<file path="src/rtl/instruction_fetch_pkg.sv">
// Shared widths and FSM state encoding for the instruction fetch unit.
package instruction_fetch_pkg;

  localparam int unsigned ADDR_W  = 16;
  localparam int unsigned INSTR_W = 16;

  typedef logic [ADDR_W-1:0]  addr_t;
  typedef logic [INSTR_W-1:0] instr_t;

  typedef enum logic [1:0] {
    LOAD  = 2'd0,
    REQ   = 2'd1,
    HOLD  = 2'd2,
    DRAIN = 2'd3
  } fetch_state_t;

endpackage

</file>
<file path="src/rtl/instruction_fetch_if.sv">
// Instruction memory bus plus the IR handshake toward the decoder.
interface instruction_fetch_if;
  import instruction_fetch_pkg::*;

  addr_t  mem_addr;
  logic   mem_req;
  logic   mem_ack;
  instr_t mem_data;
  instr_t IR;
  addr_t  ir_addr;
  logic   ir_valid;
  logic   ir_ready;

  modport master (
    output mem_addr, mem_req, IR, ir_addr, ir_valid,
    input  mem_ack, mem_data, ir_ready
  );

  modport slave (
    input  mem_addr, mem_req, IR, ir_addr, ir_valid,
    output mem_ack, mem_data, ir_ready
  );

endinterface

</file>
<file path="src/rtl/instruction_fetch.sv">
// Instruction fetch: requests one word per PC value, presents it on IR with a
// one-entry skid buffer for decoder back-pressure, and handles branch flushes.
module instruction_fetch
  import instruction_fetch_pkg::*;
(
  input  logic  clk,
  input  logic  rst,
  input  addr_t PC,
  output logic  pc_ce,
  input  logic  flush,
  instruction_fetch_if.master bus
);

  fetch_state_t state, state_d;

  addr_t  addr_q, ir_addr_q, skid_addr;
  instr_t ir_q, skid_data;
  logic   ir_valid_q;

  logic inc, take_mem, take_skid, to_skid, capture, req;

  always_ff @(posedge clk) begin
    if (rst) state <= LOAD;
    else     state <= state_d;
  end

  always_comb begin
    state_d   = state;
    req       = 1'b0;
    inc       = 1'b0;
    take_mem  = 1'b0;
    take_skid = 1'b0;
    to_skid   = 1'b0;
    capture   = 1'b0;
    case (state)
      LOAD: begin
        capture = 1'b1;
        state_d = flush ? LOAD : REQ;
      end
      REQ: begin
        req = 1'b1;
        // A request is never withdrawn: flush without ack waits it out in DRAIN.
        if (flush) begin
          state_d = bus.mem_ack ? LOAD : DRAIN;
        end else if (bus.mem_ack) begin
          if (!ir_valid_q || bus.ir_ready) begin
            take_mem = 1'b1;
            inc      = 1'b1;
            state_d  = LOAD;
          end else begin
            to_skid = 1'b1;
            state_d = HOLD;
          end
        end
      end
      HOLD: begin
        if (flush) begin
          state_d = LOAD;
        end else if (bus.ir_ready) begin
          take_skid = 1'b1;
          inc       = 1'b1;
          state_d   = LOAD;
        end
      end
      DRAIN: begin
        req = 1'b1;
        if (bus.mem_ack) state_d = LOAD;
      end
      default: state_d = LOAD;
    endcase
  end

  // The skid entry is occupied exactly while in HOLD, so it needs no valid bit.
  always_ff @(posedge clk) begin
    if (rst) begin
      addr_q     <= '0;
      ir_q       <= '0;
      ir_addr_q  <= '0;
      ir_valid_q <= 1'b0;
      skid_data  <= '0;
      skid_addr  <= '0;
    end else begin
      if (capture) addr_q <= PC;
      if (flush) begin
        ir_valid_q <= 1'b0;
      end else if (take_mem) begin
        ir_q       <= bus.mem_data;
        ir_addr_q  <= addr_q;
        ir_valid_q <= 1'b1;
      end else if (take_skid) begin
        ir_q       <= skid_data;
        ir_addr_q  <= skid_addr;
        ir_valid_q <= 1'b1;
      end else if (ir_valid_q && bus.ir_ready) begin
        ir_valid_q <= 1'b0;
      end
      if (to_skid) begin
        skid_data <= bus.mem_data;
        skid_addr <= addr_q;
      end
    end
  end

  assign pc_ce        = ~rst & (inc | flush);
  assign bus.mem_req  = req;
  assign bus.mem_addr = addr_q;
  assign bus.IR       = ir_q;
  assign bus.ir_addr  = ir_addr_q;
  assign bus.ir_valid = ir_valid_q;

endmodule

</file>
<file path="src/flat_wrapper.sv">
// flat-port wrapper written by rule: the top's interface ports become plain ports
module instruction_fetch_flat import instruction_fetch_pkg::*;
  (clk, rst, PC, pc_ce, flush, bus_mem_addr, bus_mem_req, bus_IR, bus_ir_addr, bus_ir_valid, bus_mem_ack, bus_mem_data, bus_ir_ready);
  instruction_fetch_if bus_i ();
  input  logic clk;
  input  logic rst;
  input  addr_t PC;
  output logic pc_ce;
  input  logic flush;
  output wire logic [$bits(bus_i.mem_addr)-1:0] bus_mem_addr;
  output wire logic [$bits(bus_i.mem_req)-1:0] bus_mem_req;
  output wire logic [$bits(bus_i.IR)-1:0] bus_IR;
  output wire logic [$bits(bus_i.ir_addr)-1:0] bus_ir_addr;
  output wire logic [$bits(bus_i.ir_valid)-1:0] bus_ir_valid;
  input wire logic [$bits(bus_i.mem_ack)-1:0] bus_mem_ack;
  input wire logic [$bits(bus_i.mem_data)-1:0] bus_mem_data;
  input wire logic [$bits(bus_i.ir_ready)-1:0] bus_ir_ready;
  assign bus_mem_addr = bus_i.mem_addr;
  assign bus_mem_req = bus_i.mem_req;
  assign bus_IR = bus_i.IR;
  assign bus_ir_addr = bus_i.ir_addr;
  assign bus_ir_valid = bus_i.ir_valid;
  assign bus_i.mem_ack = bus_mem_ack;
  assign bus_i.mem_data = bus_mem_data;
  assign bus_i.ir_ready = bus_ir_ready;
  instruction_fetch u_core (.clk(clk), .rst(rst), .PC(PC), .pc_ce(pc_ce), .flush(flush), .bus(bus_i));
endmodule
</file>
<file path="config.mk">
export PLATFORM = sky130hd
export DESIGN_NAME = instruction_fetch_flat
export DESIGN_NICKNAME = d
export VERILOG_FILES = /design/src/rtl/instruction_fetch_pkg.sv /design/src/rtl/instruction_fetch_if.sv /design/src/rtl/instruction_fetch.sv /design/src/flat_wrapper.sv
export SDC_FILE = /design/constraint.sdc
export NUM_CORES = 1
export LEC_CHECK = 0
export BUFFER_PORTS_ARGS = -buffer_cell sky130_fd_sc_hd__buf_2
export CORE_MARGIN = 4
export CORE_UTILIZATION = 41
export DETAILED_ROUTE_END_ITERATION = 10
export GPL_TIMING_DRIVEN = 0
export PLACE_DENSITY = 0.73
export SLEW_MARGIN = 20
export SYNTH_ARGS = -nofsm -noshare
export SYNTH_HDL_FRONTEND = slang
export SYNTH_SLANG_ARGS = --single-unit
export TNS_END_PERCENT = 20
</file>
<file path="constraint.sdc">
create_clock -name clk -period 1.9 [get_ports clk]
set_clock_uncertainty 0.05 [all_clocks]
set_input_delay 0.095 -clock clk [delete_from_list [all_inputs] [get_ports clk]]
set_output_delay 0.095 -clock clk [all_outputs]
set_load 0.01 [all_outputs]
</file>
==> metrics.md <==
| Metric | Value |
|---|---|
| Min cycle time layout | `approximately 1.8 ns` |
| Detail Route Antenna Nets | `0` |
| Total wire length | `between 8000 and 9000 um` |
| Crit start category | `flip-flop` |
| Number of distinct library cells after synthesis | `28` |
| PortBufs | `87` |
| Pin count of the biggest net entering global routing | `16` |
| IO Count | `just under 90` |
| Placer's final routability congestion estimate | `0.786` |
| Hold Fails Final Rpt | `0` |
| Tot Pwr | `between 3000 and 4000 uW` |
| Critical path class | `flip-flop to primary output` |
| Initial antenna violation count | `0` |
| Prevailing post-synth register cell | `dfxtp_1` |
| CTS tree | `yes` |
| Worst-Margin Slew | `about 0.56 ns` |
| Syn Inst Count | `between 300 and 400` |
| Fmax | `~550 MHz` |
| R2R cell count | `7` |
| Final setup viols | `0` |
| Mapped Nets | `~380` |
| Tcrit/Tclk final | `0.963` |
| Outcome | `finished, final reports clean` |
| Mapped Avg Cell Area | `about 9.1 um2` |
| Pwr dens | `slightly below 800 nW/um2` |
| Clock latency on the worst-skew pair | `around 0.36 ns` |
| Hold Path Class | `input port to flip-flop` |
| Initial drt markers | `between 300 and 400` |
| Hold path depth | `3` |
| Synthesis Warnings | `0` |
| Synth area leaders | `dfxtp_1 53%, a222oi_1 10%, nand2_1 7.9%, nor2_1 6.4%, a21oi_1 5.6%` |
| Drc violations | `0` |
| First-pass GRT wire length | `14000 um` |
| Post-synth EDFFs | `0` |
| GRT Util Overall | `0.200` |
| Core area | `7290 um2` |
| H-tree depth | `3` |
| Final Core Density | `0.582` |
| Pre-Repair DR Iteration Count | `6` |
| Die height | `roughly 95 um` |
| Leading cell type in the layout, fill and taps excluded | `buf_2` |
| Worst VDD drop | `approximately 540 uV` |
| Design area | `between 4000 and 5000 um2` |
| Die ar. | `9030 um2` |
| Dpl cell area | `roughly 3700 um2` |
| CTS max path bufs | `2` |
| Arr. time, crit path | `roughly 1.7 ns` |
| # fillers | `679` |
| Max Slew Vio Count | `0` |
| Max-Cap Viols | `0` |
| Area Growth Syn to Fin | `36.5%` |
| Post-synthesis cell area | `between 3000 and 4000 um2` |
| FP Rows | `31` |
| Leak pwr | `approximately 0.0019 uW` |
| Yosys top cell by area | `dfxtp_1` |
| RSZ-0062 raised after global routing | `false` |
| Via density | `~5.3` |
| Fin nets | `512` |
| Slew headroom | `0.629` |
| Worst-path maximum fanout | `6` |
| Postcts setup bufs | `0` |
| Worst Setup End Kind | `primary output` |
| Commonest cells after routing, fill and taps aside | `93 x buf_2, 81 x dfxtp_1, 65 x nand2_1, 53 x nor2_1, 34 x a21oi_1` |
| # diodes | `0` |
| Clk root buf | `clkbuf_8` |
| Clock-pin transition on the worst setup and hold timing paths | `about 0.08 ns` |
| Clock Sinks | `83` |
| Total number of vias | `roughly 3000` |
| Die width | `around 95 um` |
| Seq cells post-synth | `83` |
| Layout cell share with drive strength beyond 1 | `0.284` |
| GRT Residual Overflow | `0` |
| Post-synthesis sequential area ratio | `0.535` |
| DP HPWL | `slightly below 6000 um` |
| Vias in the first global route | `approximately 2900` |
| Req. time, crit path | `between 1.5 and 2 ns` |
| FFs w/ async S/R, synth | `0` |
| Post-synth top area share | `0.535` |
| Num CTS Buffers | `9` |
| Initial Util | `0.426` |
| Wire per inst | `15.5 um` |
==> synth_stat cells (4+ instances only) <==
master	number
dfxtp_1	83
clkbuf_1	14
mux2i_1	16
inv_1	4
ha_1	5
a222oi_1	32
nand2_1	65
buf_2	12
nor2_1	53
a21oi_1	35
==> sequential cells by signal (all words and copies together), names as in the netlist <==
name / count
u_core.bus.IR: 16
u_core.skid_data: 16
u_core.skid_addr: 16
u_core.state: 2
u_core.bus.mem_addr: 16
u_core.bus.ir_addr: 16
u_core.bus.ir_valid: 1
==> what timing repair did <==
action                                  in CTS  in global routing
endpoints found under the setup margin      71                 59
resized for setup                           13                 18
pin swaps                                    1                  3
hold endpoints to repair                    48                  0
hold buffers                                33                  0
==> cells by family after synthesis <==
family                   after synthesis  share of synthesized area
flip-flops                            83                      0.535
adder cells (fa/ha/maj)                5                     0.0201
AND/OR/NAND/NOR                      132                      0.172
multiplexers                          18                     0.0588
buffers and inverters                 33                     0.0475
AO/OA/AOI/OAI                         70                      0.167
==> power by group <==
group / leakage (uW) / internal (uW) / switching, uW / total, uW
registers: 0.000674 / 1780 / 37.8 / 1820
clock network: 0.0000950 / 524 / 672 / 1200
logic: 0.00109 / 167 / 170 / 337
total: 0.00186 / 2470 / 880 / 3350
==> per-layer routing <==
layer,global-route usage,part of all wire,up-vias
li1,-,-,1468
met1,0.262,0.41,1401
met2,0.321,0.48,141
met3,0.0466,0.092,15
met4,0.0781,0.014,0
met5,0,0,-
==> worst max-delay path, stage by stage (launching register included) <==
cell and delay (ns):
dfxtp_2 0.36, inv_2 0.07, ha_4 0.18, a22oi_2 0.26, nor2_1 0.09, a21oi_2 0.15, nor2_1 0.07, buf_2 0.16
==> final timing paths <==
path	slack, ns	endpoint	from
max	0.07	pc_ce	u_core.state[1]
min	0.06	u_core.state[0]	rst
max reg2reg	0.07	u_core.bus.IR[5]	u_core.state[0]
min reg2reg	0.41	u_core.skid_addr[2]	u_core.skid_addr[2]
==> per-stage QoR <==
step                worst slack (ns)  hold WS (ns)  cells  setup TNS, ns
CTS                          0.00826        0.0230    574              0
global placement              -0.126         0.278    527          -2.40
floorplan                     0.0981         0.123    341              0
detailed placement            -0.168         0.286    527          -4.18
finish                        0.0712        0.0560    574              0
global route                0.000522        0.0796    574              0
==> area by class of cell <==
type,instances,area [um2],area share
Sequential cell,83,1660,0.392
Multi-Input combinational cell,225,1340,0.315
Timing Repair Buffer,120,766,0.181
Buffer,27,153,0.0360
Clock buffer,10,138,0.0324
Tap cell,99,124,0.0292
Clock inverter,6,46.3,0.0109
Inverter,4,15.0,0.00354
Note: power is estimated with default switching activity, not from simulation.
